--- config.mk ---
export PLATFORM = sky130hd
export DESIGN_NAME = sdram_arbiter_flat
export DESIGN_NICKNAME = d
export VERILOG_FILES = /design/src/rtl/sdram_arbiter_pkg.sv /design/src/rtl/sdram_arbiter_if.sv /design/src/rtl/sdram_arbiter_refresh_timer.sv /design/src/rtl/sdram_arbiter.sv /design/src/flat_wrapper.sv
export SDC_FILE = /design/constraint.sdc
export NUM_CORES = 1
export LEC_CHECK = 0
export ABC_AREA = 0
export CAP_MARGIN = 20
export CORE_MARGIN = 5
export CORE_UTILIZATION = 38
export CTS_BUF_LIST = sky130_fd_sc_hd__clkbuf_4
export DETAILED_ROUTE_END_ITERATION = 16
export GPL_ROUTABILITY_DRIVEN = 0
export GPL_TIMING_DRIVEN = 1
export PLACE_DENSITY = 0.78
export REMOVE_ABC_BUFFERS = 1
export SLEW_MARGIN = 20
export SYNTH_ARGS = -nofsm -noshare
export SYNTH_HDL_FRONTEND = slang
export SYNTH_SLANG_ARGS = --single-unit
--- constraint.sdc ---
create_clock -name clock -period 1.4 [get_ports clock]
set_input_delay 0.21 -clock clock [delete_from_list [all_inputs] [get_ports clock]]
set_output_delay 0.21 -clock clock [all_outputs]
set_load 0.02 [all_outputs]
--- src/rtl/sdram_arbiter_pkg.sv ---
// sdram_arbiter_pkg: shared state encoding, port indices and refresh counter sizing.
package sdram_arbiter_pkg;
  typedef enum logic [2:0] {
    S_IDLE,
    S_ISSUE,
    S_WAIT,
    S_REF_ISSUE,
    S_REF_WAIT,
    S_RESPOND
  } state_t;
  localparam logic PORT_INSTR = 1'b0;
  localparam logic PORT_DATA  = 1'b1;
  function automatic int refresh_cnt_w(input int cycles);
    return $clog2(cycles);
  endfunction
endpackage

--- src/rtl/sdram_arbiter_if.sv ---
// sdram_arbiter_if: port-side requests and controller-side command bus of the arbiter.
interface sdram_arbiter_if #(
  parameter int ADDR_WIDTH = 25,
  parameter int DATA_WIDTH = 16
);
  logic                  req0, req1, we0, we1;
  logic [ADDR_WIDTH-1:0] addr0, addr1;
  logic [DATA_WIDTH-1:0] wdata0, wdata1;
  logic                  ack0, ack1;
  logic [DATA_WIDTH-1:0] rdata;
  logic                  mem_start, mem_refresh, mem_we;
  logic [ADDR_WIDTH-1:0] mem_addr;
  logic [DATA_WIDTH-1:0] mem_wdata, mem_rdata;
  logic                  mem_done;
  logic                  refresh_overrun;
  modport slave (
    input  req0, req1, we0, we1, addr0, addr1, wdata0, wdata1, mem_rdata, mem_done,
    output ack0, ack1, rdata, mem_start, mem_refresh, mem_we, mem_addr, mem_wdata, refresh_overrun
  );
  modport master (
    output req0, req1, we0, we1, addr0, addr1, wdata0, wdata1, mem_rdata, mem_done,
    input  ack0, ack1, rdata, mem_start, mem_refresh, mem_we, mem_addr, mem_wdata, refresh_overrun
  );
endinterface

--- src/rtl/sdram_arbiter_refresh_timer.sv ---
// sdram_refresh_timer: free-running refresh interval counter with pending and sticky overrun flags.
module sdram_refresh_timer
  import sdram_arbiter_pkg::*;
#(
  parameter int REFRESH_CYCLES = 780
) (
  input  logic clock,
  input  logic reset,
  input  logic i_refresh_taken,
  output logic o_refresh_pending,
  output logic o_refresh_overrun
);
  localparam int CW = refresh_cnt_w(REFRESH_CYCLES);
  localparam logic [CW-1:0] RELOAD = CW'(REFRESH_CYCLES - 1);
  logic [CW-1:0] r_cnt;
  logic          r_pending, r_overrun;
  logic          w_expire;
  assign w_expire = r_cnt == '0;
  always_ff @(posedge clock) begin
    if (reset) begin
      r_cnt     <= RELOAD;
      r_pending <= 1'b0;
      r_overrun <= 1'b0;
    end else begin
      r_cnt     <= w_expire ? RELOAD : r_cnt - CW'(1);
      r_pending <= w_expire | (r_pending & ~i_refresh_taken);
      r_overrun <= r_overrun | (w_expire & r_pending);
    end
  end
  assign o_refresh_pending = r_pending;
  assign o_refresh_overrun = r_overrun;
endmodule

--- src/rtl/sdram_arbiter.sv ---
// sdram_arbiter: round-robin two-port sequencer for one SDRAM controller with refresh injection.
module sdram_arbiter
  import sdram_arbiter_pkg::*;
#(
  parameter int ADDR_WIDTH     = 25,
  parameter int DATA_WIDTH     = 16,
  parameter int REFRESH_CYCLES = 780
) (
  input logic           clock,
  input logic           reset,
  sdram_arbiter_if.slave bus
);
  state_t                r_state;
  logic                  r_rr, r_port, r_served0, r_served1;
  logic                  r_ack0, r_ack1, r_start, r_refresh, r_we;
  logic [ADDR_WIDTH-1:0] r_addr;
  logic [DATA_WIDTH-1:0] r_wdata, r_rdata;
  logic                  w_elig0, w_elig1, w_win, w_pending, w_overrun, w_taken;
  assign w_elig0 = bus.req0 & ~r_served0;
  assign w_elig1 = bus.req1 & ~r_served1;
  assign w_win   = (w_elig0 & w_elig1) ? r_rr : w_elig1;
  assign w_taken = r_state == S_REF_ISSUE;
  sdram_refresh_timer #(.REFRESH_CYCLES(REFRESH_CYCLES)) u_timer (
    .clock             (clock),
    .reset             (reset),
    .i_refresh_taken   (w_taken),
    .o_refresh_pending (w_pending),
    .o_refresh_overrun (w_overrun)
  );
  // served flags block a still-held request from being granted twice
  always_ff @(posedge clock) begin
    if (reset) begin
      r_state   <= S_IDLE;
      r_rr      <= PORT_INSTR;
      r_port    <= PORT_INSTR;
      r_served0 <= 1'b0;
      r_served1 <= 1'b0;
      r_ack0    <= 1'b0;
      r_ack1    <= 1'b0;
      r_start   <= 1'b0;
      r_refresh <= 1'b0;
      r_we      <= 1'b0;
      r_addr    <= '0;
      r_wdata   <= '0;
      r_rdata   <= '0;
    end else begin
      r_served0 <= bus.req0 & (r_served0 | r_ack0);
      r_served1 <= bus.req1 & (r_served1 | r_ack1);
      r_ack0    <= 1'b0;
      r_ack1    <= 1'b0;
      r_start   <= 1'b0;
      r_refresh <= 1'b0;
      case (r_state)
        S_IDLE:
          if (w_pending) begin
            r_refresh <= 1'b1;
            r_state   <= S_REF_ISSUE;
          end else if (w_elig0 | w_elig1) begin
            r_we    <= w_win ? bus.we1 : bus.we0;
            r_addr  <= w_win ? bus.addr1 : bus.addr0;
            r_wdata <= w_win ? bus.wdata1 : bus.wdata0;
            r_port  <= w_win;
            r_rr    <= ~w_win;
            r_start <= 1'b1;
            r_state <= S_ISSUE;
          end
        S_ISSUE, S_WAIT:
          if (bus.mem_done) begin
            if (!r_we) r_rdata <= bus.mem_rdata;
            r_ack0  <= r_port == PORT_INSTR;
            r_ack1  <= r_port == PORT_DATA;
            r_state <= S_RESPOND;
          end else begin
            r_state <= S_WAIT;
          end
        S_REF_ISSUE: r_state <= bus.mem_done ? S_IDLE : S_REF_WAIT;
        S_REF_WAIT:  r_state <= bus.mem_done ? S_IDLE : S_REF_WAIT;
        S_RESPOND:   r_state <= S_IDLE;
        default:     r_state <= S_IDLE;
      endcase
    end
  end
  assign bus.ack0            = r_ack0;
  assign bus.ack1            = r_ack1;
  assign bus.rdata           = r_rdata;
  assign bus.mem_start       = r_start;
  assign bus.mem_refresh     = r_refresh;
  assign bus.mem_we          = r_we;
  assign bus.mem_addr        = r_addr;
  assign bus.mem_wdata       = r_wdata;
  assign bus.refresh_overrun = w_overrun;
endmodule

--- src/flat_wrapper.sv ---
// flat-port wrapper written by rule: the top's interface ports become plain ports
module sdram_arbiter_flat import sdram_arbiter_pkg::*;
#(
  parameter int ADDR_WIDTH     = 25,
  parameter int DATA_WIDTH     = 16,
  parameter int REFRESH_CYCLES = 780
)
  (clock, reset, bus_req0, bus_req1, bus_we0, bus_we1, bus_addr0, bus_addr1, bus_wdata0, bus_wdata1, bus_mem_rdata, bus_mem_done, bus_ack0, bus_ack1, bus_rdata, bus_mem_start, bus_mem_refresh, bus_mem_we, bus_mem_addr, bus_mem_wdata, bus_refresh_overrun);
  sdram_arbiter_if #(.ADDR_WIDTH(ADDR_WIDTH), .DATA_WIDTH(DATA_WIDTH)) bus_i ();
  input logic clock;
  input logic reset;
  input wire logic [$bits(bus_i.req0)-1:0] bus_req0;
  input wire logic [$bits(bus_i.req1)-1:0] bus_req1;
  input wire logic [$bits(bus_i.we0)-1:0] bus_we0;
  input wire logic [$bits(bus_i.we1)-1:0] bus_we1;
  input wire logic [$bits(bus_i.addr0)-1:0] bus_addr0;
  input wire logic [$bits(bus_i.addr1)-1:0] bus_addr1;
  input wire logic [$bits(bus_i.wdata0)-1:0] bus_wdata0;
  input wire logic [$bits(bus_i.wdata1)-1:0] bus_wdata1;
  input wire logic [$bits(bus_i.mem_rdata)-1:0] bus_mem_rdata;
  input wire logic [$bits(bus_i.mem_done)-1:0] bus_mem_done;
  output wire logic [$bits(bus_i.ack0)-1:0] bus_ack0;
  output wire logic [$bits(bus_i.ack1)-1:0] bus_ack1;
  output wire logic [$bits(bus_i.rdata)-1:0] bus_rdata;
  output wire logic [$bits(bus_i.mem_start)-1:0] bus_mem_start;
  output wire logic [$bits(bus_i.mem_refresh)-1:0] bus_mem_refresh;
  output wire logic [$bits(bus_i.mem_we)-1:0] bus_mem_we;
  output wire logic [$bits(bus_i.mem_addr)-1:0] bus_mem_addr;
  output wire logic [$bits(bus_i.mem_wdata)-1:0] bus_mem_wdata;
  output wire logic [$bits(bus_i.refresh_overrun)-1:0] bus_refresh_overrun;
  assign bus_i.req0 = bus_req0;
  assign bus_i.req1 = bus_req1;
  assign bus_i.we0 = bus_we0;
  assign bus_i.we1 = bus_we1;
  assign bus_i.addr0 = bus_addr0;
  assign bus_i.addr1 = bus_addr1;
  assign bus_i.wdata0 = bus_wdata0;
  assign bus_i.wdata1 = bus_wdata1;
  assign bus_i.mem_rdata = bus_mem_rdata;
  assign bus_i.mem_done = bus_mem_done;
  assign bus_ack0 = bus_i.ack0;
  assign bus_ack1 = bus_i.ack1;
  assign bus_rdata = bus_i.rdata;
  assign bus_mem_start = bus_i.mem_start;
  assign bus_mem_refresh = bus_i.mem_refresh;
  assign bus_mem_we = bus_i.mem_we;
  assign bus_mem_addr = bus_i.mem_addr;
  assign bus_mem_wdata = bus_i.mem_wdata;
  assign bus_refresh_overrun = bus_i.refresh_overrun;
  sdram_arbiter #(.ADDR_WIDTH(ADDR_WIDTH), .DATA_WIDTH(DATA_WIDTH), .REFRESH_CYCLES(REFRESH_CYCLES)) u_core (.clock(clock), .reset(reset), .bus(bus_i));
endmodule
==> qor.csv, run 1 <==
stage,metric,value,unit
final_layout,"commonest non-fill, non-tap cell in the layout",clkdlybuf4s50_1,
setup_path,reg2reg setup slack,-110,ps
die,Initial Util,38.6,%
detailed_routing,antenna-violating nets left,0,
setup_path,CP Capture Type,flop,
die,Site Rows,35,
setup_path,Critical Path RT,1720,ps
pwr,overall power,7.27,mW
die,IO Count,168,
logic_synthesis,Yosys reg bits,81,
flow_run,Max Cap Viol,0,
pwr,static leakage,2.87,nW
final_layout,ratio of cells with drive above 1 in the final layout,30.6,%
logic_synthesis,Mapped Cells,394,
clocking,CTS root buffer,clkbuf_4,
final_layout,most frequent cells in the layout,"clkdlybuf4s50_1 (102), dfxtp_1 (76), nor2_1 (67)",
detailed_routing,post-route met1 wirelength,4760,um
detailed_routing,routed vias/inst,5.20,
logic_synthesis,"Seq/Total Area, Yosys",46.0,%
detailed_routing,via count,3694,
clocking,"Reg clk slew, reported paths",120,ps
detailed_routing,final wirelength,12300,um
global_routing,first-pass GRT wire length,17500,um
final_layout,nets@finish,701,
setup_path,Crit Path Max Fanout,8,
global_routing,largest net degree at the start of global routing,31,
place,Final HPWL DP,7750,um
place,IO Port Bufs,167,
setup_path,R2R depth,7,
global_routing,vias in the first global route,3670,
die,die height,106,um
timing,post-layout min period,1510,ps
clocking,Skew-Pair Late Insertion Delay,420,ps
detailed_routing,drt first pass iters,4,
clocking,H-Tree Depth,3,
min_path,Min-Delay Path Depth,2,
logic_synthesis,"Cell Area, Synth",0.00353,mm^2
final_layout,area delta synth->final,82.2,%
final_layout,number of filler cells placed in the layout,684,
clocking,number of CTS-inserted buffers,9,
timing,fmax,660,MHz
detailed_routing,DRC viols,0,
detailed_routing,metal2 WL,6510,um
detailed_routing,met3 wire len,836,um
die,core area,0.00915,mm^2
pwr,maximum vdd drop,0.567,mV
final_layout,final core utilization,70.2,%
clocking,Hold Buf Count CTS,0,
timing,unrepaired setup endpoints after global routing,true,
logic_synthesis,"Distinct cells, synth",40,
clocking,Sink Count,81,
clocking,TritonCTS clock tree,done,
status,status,"finished, violations left",
die,Die Width,106,um
timing,Max Slew Vio Count,0,
timing,setup tns final,-1610,ps
timing,Final Hold Violating Endpoints,0,
setup_path,worst endpoint data arrival time,1830,ps
timing,Worst slew margin,72.4,%
timing,Slew @ Worst Pin,411,ps
min_path,Hold Path Class,primary input to flop,
final_layout,Antenna Cells,0,
timing,final setup margin,-115,ps
clocking,Max Root-Sink Buffers,2,
logic_synthesis,"Warnings, synthesis",0,
global_routing,gr usage total,19.0,%
timing,period utilisation layout,108,%
pwr,Cell Pwr Density,1130,mW/mm^2
detailed_routing,DR WL/cell,17.3,um
setup_path,Startpoint Class,flop,
detailed_routing,drt initial violations,150,
final_layout,Finished Cell Area,0.00643,mm^2
global_routing,antenna violations before repair,0,
die,Die ar.,0.0113,mm^2
timing,# setup viols final,44,
logic_synthesis,Syn Area/Cell,8.96,um^2
status,violated checks,setup timing,
timing,Worst Skew,23.8,ps
setup_path,Crit Path Category,flop to flop,
detailed_routing,Top Metal Used,met4,
place,DP Area,0.00539,mm^2
global_routing,gr ovfl total,0,
power by group:
group          switching (mW)  total [mW]  internal, mW  leakage [nW]
sequential              0.189        2.80          2.61         0.667
clock                   0.798        1.35         0.552        0.0645
combinational            1.55        3.13          1.58          2.13
total                    2.53        7.27          4.74          2.87
cells in the mapped netlist, drive strengths merged:
master / count / area (um^2)
a41oi: 1 / 8.76
or3b: 1 / 8.76
nor2: 77 / 297
o31ai: 2 / 15.0
nor3: 7 / 35.0
nand2b: 6 / 37.5
a211oi: 2 / 20.0
buf: 25 / 184
a31oi: 1 / 6.26
inv: 2 / 7.51
nand3: 3 / 27.5
and3: 1 / 6.26
o21bai: 1 / 7.51
or4: 1 / 11.3
nor3b: 3 / 22.5
dfxtp: 81 / 1620
ha: 1 / 12.5
o21ai: 2 / 13.8
nor2b: 3 / 26.3
xnor2: 5 / 43.8
xor2: 1 / 16.3
a311oi: 43 / 489
mux2i: 18 / 180
nor4: 1 / 6.26
o21a: 1 / 7.51
or3: 1 / 6.26
o211a: 1 / 10.0
a21oi: 7 / 35.0
nor4b: 1 / 8.76
nand2: 89 / 334
clkbuf: 6 / 22.5
per-stage QoR:
step	std cells	hold WS (ps)	worst slack, ps
2_1_floorplan	363	275	-1200
3_3_place_gp	667	438	-350
3_5_place_dp	667	454	-425
4_1_cts	687	125	-73.9
5_1_grt	710	132	-192
6_report	710	150	-115
path summary, 6_finish.rpt:
path	to	startpoint
max	u_core.bus.mem_addr[10]	u_core.r_served1
min	u_core.r_state[2]	reset
max reg2reg	u_core.bus.mem_addr[10]	u_core.r_served1
min reg2reg	u_core.bus.ack0	u_core.r_port
state kept, by name (all words and copies together) (netlist names), 3 cells and up:
signal                count
u_core.bus.mem_addr      25
u_core.bus.mem_wdata     16
u_core.bus.rdata         16
u_core.r_state            3
u_core.u_timer.r_cnt     10
timing repair:
| action | in CTS | in global routing |
|---|---|---|
| pin swaps | 7 | 59 |
| buffers inserted | 3 | 11 |
| endpoints found under the setup margin | 87 | 62 |
| gates cloned | 2 | 12 |
| gates resized for setup | 84 | 139 |
layer usage:
metal	global-route usage [%]	vias to the layer above
met2	33.2	141
met3	5.95	20
met5	0	-
met1	21.8	1762
met4	6.85	0
li1	-	1771
cell families after synthesis:
family | after synthesis | synth area share (%)
AND/OR/NAND/NOR | 194 | 23.4
flip-flops | 81 | 46.0
AO/OA/AOI/OAI | 61 | 17.4
buffers and inverters | 33 | 6.06
multiplexers | 18 | 5.11
XOR/XNOR | 6 | 1.70
adder cells (fa/ha/maj) | 1 | 0.355
critical path, stage by stage (launching register included):
cell	delay, ps
dfxtp_2	360
nor2b_4	170
buf_12	130
o21a_4	170
buf_6	110
clkbuf_16	160
nand2_1	80
a311oi_2	240
final cells by class:
type                       instances  area [um^2]  area share, %
clock buffer                      10         75.1           1.17
multi-input combinational        280         2140           33.3
clock inverter                     5         57.6          0.895
tap                              111          139           2.16
inverter                           2         7.51          0.117
timing repair buffer             221         2380           37.0
sequential                        81         1630           25.3
Power figures use the tool's default switching activity.
==> run 2: changes to the inputs <==
- ABC_CLOCK_PERIOD_IN_PS: default -> 1400
- HOLD_SLACK_MARGIN: default -> 0.12
==> results of run 2 <==
Final layout, timing and power as in run 1 (identical DEF).
